### config.mk
export PLATFORM = sky130hd
export DESIGN_NAME = hazard_ctrl
export DESIGN_NICKNAME = d
export VERILOG_FILES = /design/src/rtl/hazard_ctrl.sv
export SDC_FILE = /design/constraint.sdc
export NUM_CORES = 1
export LEC_CHECK = 0
export BUFFER_PORTS_ARGS = -buffer_cell sky130_fd_sc_hd__buf_2
export CORE_MARGIN = 5
export CORE_UTILIZATION = 31
export CTS_CLUSTER_SIZE = 16
export DETAILED_ROUTE_END_ITERATION = 8
export PLACE_DENSITY = 0.7
export SYNTH_ARGS = -nofsm -noshare
export SYNTH_HDL_FRONTEND = slang
export SYNTH_SLANG_ARGS = --single-unit
### constraint.sdc
create_clock -name clk -period 2.2 [get_ports clk]
set_clock_uncertainty 0.1 [all_clocks]
set_input_delay 0.55 -clock clk [delete_from_list [all_inputs] [get_ports clk]]
set_output_delay 0.55 -clock clk [all_outputs]
set_load 0.005 [all_outputs]
### src/rtl/hazard_ctrl.sv
// hazard_ctrl: pipeline interlock, forwarding select, fetch kill and
// mul/div occupancy tracking for a classic 5-stage in-order core.
//
// Ports:
//   clk, rst                  clock, synchronous active-high reset
//   id_rs, id_rt              ID source register numbers
//   id_rs_rd, id_rt_rd        ID instruction really reads rs / rt
//   id_branch, id_jump        ID holds a conditional branch / jump
//   id_md_start, id_md_use    ID starts mul/div / reads HI-LO
//   ex_wr, ex_load, ex_rd     EX-stage writeback info
//   mem_wr, mem_rd            MEM-stage writeback info
//   pc_wr, ifid_wr, idex_nop  stall controls (combinational)
//   if_kill                   one-cycle kill of the wrong-path fetch
//   md_busy                   mul/div unit occupied
//   fwd_a, fwd_b              operand select: 00 reg, 01 EX, 10 MEM
//
// Build option: define HAZARD_FORWARD_EN to enable EX/MEM forwarding.
// Without it every RAW dependency on EX or MEM is resolved by stalling.

module hazard_ctrl #(
    parameter int AW     = 5,
    parameter int MD_LAT = 32
) (
    input  logic          clk,
    input  logic          rst,
    input  logic [AW-1:0] id_rs,
    input  logic [AW-1:0] id_rt,
    input  logic          id_rs_rd,
    input  logic          id_rt_rd,
    input  logic          id_branch,
    input  logic          id_jump,
    input  logic          id_md_start,
    input  logic          id_md_use,
    input  logic          ex_wr,
    input  logic          ex_load,
    input  logic [AW-1:0] ex_rd,
    input  logic          mem_wr,
    input  logic [AW-1:0] mem_rd,
    output logic          pc_wr,
    output logic          ifid_wr,
    output logic          idex_nop,
    output logic          if_kill,
    output logic          md_busy,
    output logic [1:0]    fwd_a,
    output logic [1:0]    fwd_b
);

    localparam int CW = (MD_LAT > 1) ? $clog2(MD_LAT) : 1;
    localparam logic [CW-1:0] CNT_INIT = CW'(MD_LAT - 1);

    typedef enum logic {
        IDLE    = 1'b0,
        MD_BUSY = 1'b1
    } state_t;

    state_t        state;
    logic [CW-1:0] cnt;

    // Register 0 is hardwired to zero, so it never carries a dependency.
    logic ex_rs, ex_rt, mem_rs, mem_rt;

    assign ex_rs  = id_rs_rd & ex_wr  & (id_rs == ex_rd)  & (ex_rd  != '0);
    assign ex_rt  = id_rt_rd & ex_wr  & (id_rt == ex_rd)  & (ex_rd  != '0);
    assign mem_rs = id_rs_rd & mem_wr & (id_rs == mem_rd) & (mem_rd != '0);
    assign mem_rt = id_rt_rd & mem_wr & (id_rt == mem_rd) & (mem_rd != '0);

    logic load_stall, br_stall, md_stall, fwd_stall, stall;
    logic br_ctrl;

    // Branch compare lives in ID: it can take a MEM bypass but not an
    // ALU result still being computed in EX.
    assign br_ctrl    = id_branch | (id_jump & id_rs_rd);
    assign load_stall = ex_load & (ex_rs | ex_rt);
    assign br_stall   = br_ctrl & ~ex_load & (ex_rs | ex_rt);
    assign md_stall   = md_busy & (id_md_use | id_md_start);

`ifdef HAZARD_FORWARD_EN
    assign fwd_stall = 1'b0;

    always_comb begin
        fwd_a = 2'b00;
        fwd_b = 2'b00;
        if (ex_rs && !ex_load) fwd_a = 2'b01;
        else if (mem_rs)       fwd_a = 2'b10;
        if (ex_rt && !ex_load) fwd_b = 2'b01;
        else if (mem_rt)       fwd_b = 2'b10;
    end
`else
    assign fwd_stall = ex_rs | ex_rt | mem_rs | mem_rt;
    assign fwd_a     = 2'b00;
    assign fwd_b     = 2'b00;
`endif

    assign stall    = load_stall | br_stall | md_stall | fwd_stall;
    assign pc_wr    = ~stall;
    assign ifid_wr  = ~stall;
    assign idex_nop = stall;

    always_ff @(posedge clk) begin
        if (rst) begin
            state   <= IDLE;
            cnt     <= '0;
            md_busy <= 1'b0;
            if_kill <= 1'b0;
        end else begin
            // Set only when the transfer leaves ID; self-clears next edge.
            if_kill <= (id_branch | id_jump) & ~stall & ~if_kill;

            case (state)
                IDLE: begin
                    if (id_md_start && !stall) begin
                        state   <= MD_BUSY;
                        cnt     <= CNT_INIT;
                        md_busy <= 1'b1;
                    end
                end
                MD_BUSY: begin
                    if (cnt == '0) begin
                        state   <= IDLE;
                        md_busy <= 1'b0;
                    end else begin
                        cnt <= cnt - 1'b1;
                    end
                end
                default: begin
                    state   <= IDLE;
                    md_busy <= 1'b0;
                end
            endcase
        end
    end

endmodule

==> flow_summary_export.csv <==
group,metric,value,unit
setup_path,crit_path_end_kind,"output pin",
cells_and_area,diodes,0,
yosys,ys_types,22,
routing,totalWireLength,1860,um
pwr,p_total,0.000653,W
die,fp.dieArea,3230,um^2
setup_path,r2r_cells,7,
yosys,yosysSeqAreaShare,23.6,%
yosys,synthSimpleGateAreaFrac,23.0,%
setup_path,crit_path_max_incr_delay,0.51,ns
yosys,yosys_warnings,0,
clocking,clk_path_buf_depth,2,
setup_path,r2r_setup_slack,0.39,ns
cells_and_area,layout-drive-gt1-share,38.9,%
yosys,synth_top_family_by_area,"XOR/XNOR gates",
timing,maxSlewViolCount,0,
die,rows,17,
yosys,yosysMostFrequentCell,"xnor2_1",
routing,ant_nets,0,
global_route,first_global_vias,718,
timing,setup_viol,3,
die,start_util,31.6,%
yosys,syn_area,679,um^2
timing,worst_slack,-0.268,ns
clocking,clock-sinks,8,
routing,drt-pass1-iter-count,4,
routing,wl_met2,849,um
place,dpl.hpwl,1550,um
routing,wl_met3,217,um
worst_hold_path,worstHoldPathCells,1,
timing,rsz0062_at_grt,"true",
yosys,synth_flop_cell,"dfxtp_1",
setup_path,required,1.55,ns
yosys,synth-seq-cells,8,
timing,finalCritPeriodShare,112,%
die,coreArea,2150,um^2
global_route,grtUsageTotal,12.0,%
clocking,clk_latency,0.26,ns
routing,wl_per_cell,12.1,um
place,gp_congestion,0.894,
yosys,synth_edf_count,0,
worst_hold_path,hold_class,"flip-flop to flip-flop",
clocking,clk_pin_slew,0.06,ns
die,ioPinCount,40,
clocking,holdBufCountCts,0,
timing,finalCriticalPeriod,2.47,ns
yosys,synth-compound-area-share,11.2,%
routing,remaining_drc_errors,0,
timing,max_freq,405,MHz
timing,finalHoldViolCount,0,
setup_path,r2r-start,"cnt[0]$_SDFFE_PP0P_",
routing,vias,733,
clocking,cts-htree-levels,1,
outcome,violations,"setup timing",
pwr,leakage,0.413,nW
clocking,cts_tree,"built",
clocking,root_buffer,"clkbuf_4",
global_route,grt_pass1_wl,3150,um
yosys,syn_area_per_cell,8.09,um^2
setup_path,cp_cell_sequence,"buf_6, or4_4, o21a_1, a32oi_2, nand2_2, inv_2, buf_2",
cells_and_area,layout.nets,161,
yosys,synth_xor_area_share,29.7,%
flow_run,cap_violations,0,
global_route,antenna_found_initial,0,
cells_and_area,postLayoutCoreUtil,44.2,%
routing,top_layer,"met4",
setup_path,path_class,"input pin to output pin",
timing,tns,-0.776,ns
place,placed_area,903,um^2
global_route,grt-ovfl-total,0,
setup_path,rr_endpoint,"cnt[3]$_SDFFE_PP0P_",
cells_and_area,area_growth,39.8,%
routing,via_per_inst,4.76,
worst_hold_path,min-delay-start,"if_kill$_SDFF_PP0_",
setup_path,crit_slowest_cell,"or4_4",
setup_path,crit_fanout,3,
routing,dr.first_iter.drc_count,11,
yosys,yosys-top-cells-area,"xnor2_1, dfxtp_1, buf_4",
routing,drt-met1-wl,766,um
place,numPortBuffers,34,
yosys,synth_top_area_share,29.7,%
pwr,ir_worst_vdd,0.418,mV
outcome,status,"complete, but fails checks",
cells_and_area,fin_area,950,um^2
yosys,synthCells,84,
global_route,grt_max_degree,10,
pwr,powerDensity,687,nW/um^2
setup_path,arrival,1.82,ns
yosys,yosys-top-cells-count,"xnor2_1, dfxtp_1, nand2_1",
yosys,synth_fa_ha_area_share,3.68,%
timing,fin_hold_ws,0.320,ns
worst_hold_path,whs_endpoint,"if_kill$_SDFF_PP0_",
yosys,yosysTopAreaCell,"xnor2_1",
clocking,cts_made_buffers,3,
yosys,async_reset_ff_share,0,%
die,die_h,56.8,um
die,fp.dieW,56.8,um
setup_path,start_kind,"input pin",
yosys,muxShareOfSynthArea,0,%
==> critical path: cells and delay by family <==
| kind | cells | cell delay, ns |
|---|---|---|
| AO/OA/AOI/OAI | 2 | 0.40 |
| AND/OR/NAND/NOR | 2 | 0.60 |
| buffers and inverters | 3 | 0.25 |
==> flip-flops by register name, indices dropped and copies added, names as in the netlist <==
| signal | cells |
|---|---|
| if_kill | 1 |
| state | 1 |
| cnt | 5 |
| md_busy | 1 |
==> per-stage QoR <==
stage | setup WS, ns | cells
2_1_floorplan | -0.172 | 87
3_3_place_gp | -0.288 | 150
3_5_place_dp | -0.297 | 150
4_1_cts | -0.273 | 154
5_1_grt | -0.319 | 154
6_report | -0.268 | 154
==> metal layers <==
layer,global-route usage [%],vias to the layer above
li1,-,365
met2,19.0,33
met1,13.6,332
met5,0,-
met3,5.29,3
met4,5.96,0
==> logic make-up after synthesis <==
family / count (synthesis)
buf+inv: 10
flops: 8
compound gates: 12
fa+ha+maj: 2
xor+xnor: 23
other cells: 1
simple gates: 28
==> area by class of cell <==
class	count	area, um^2
repair buffers	41	235
multi-input cells	69	478
well taps	28	35.0
fillers	224	1200
clock buffers	3	22.5
flip-flops and latches	8	160
inverters	5	18.8
==> cells in the final DEF, fill, tap and decap left out <==
master / instances
nand2_2: 1
o21ai_0: 6
nand2b_1: 1
buf_2: 32
a21oi_1: 2
nor3_1: 1
xnor2_1: 23
nand4_1: 4
clkbuf_4: 3
nor4_2: 1
nor4b_1: 2
buf_4: 7
nand3b_1: 2
o22ai_1: 2
inv_2: 1
nand2_1: 8
nor4_1: 2
ha_1: 2
inv_1: 4
buf_6: 2
nor2_1: 5
dfxtp_1: 8
or4_4: 1
conb_1: 4
o21a_1: 1
a32oi_2: 1
==> worst max path at each step <==
stage	endpoint	slack, ns	startpoint	cells after the start
2_1_floorplan	pc_wr	-0.17	mem_rd[0]	6
3_3_place_gp	ifid_wr	-0.29	mem_rd[0]	7
3_5_place_dp	ifid_wr	-0.30	mem_rd[0]	7
4_1_cts	ifid_wr	-0.27	mem_rd[3]	7
5_1_grt	ifid_wr	-0.32	mem_rd[3]	7
6_report	ifid_wr	-0.27	mem_rd[3]	7
==> timing repair <==
action                     4_1_cts  5_1_grt
setup endpoints to repair        3        3
buffers inserted                 1        0
pin swaps                        4        2
hold endpoints to repair         0        0
gates resized for setup          2        1
==> power by group <==
part,internal [W],switching (W),total [W]
sequential,0.000199,0.0000440,0.000243
clock,0.0000626,0.0000522,0.000115
combinational,0.000152,0.000143,0.000295
Note: power is estimated with default switching activity, not from simulation.
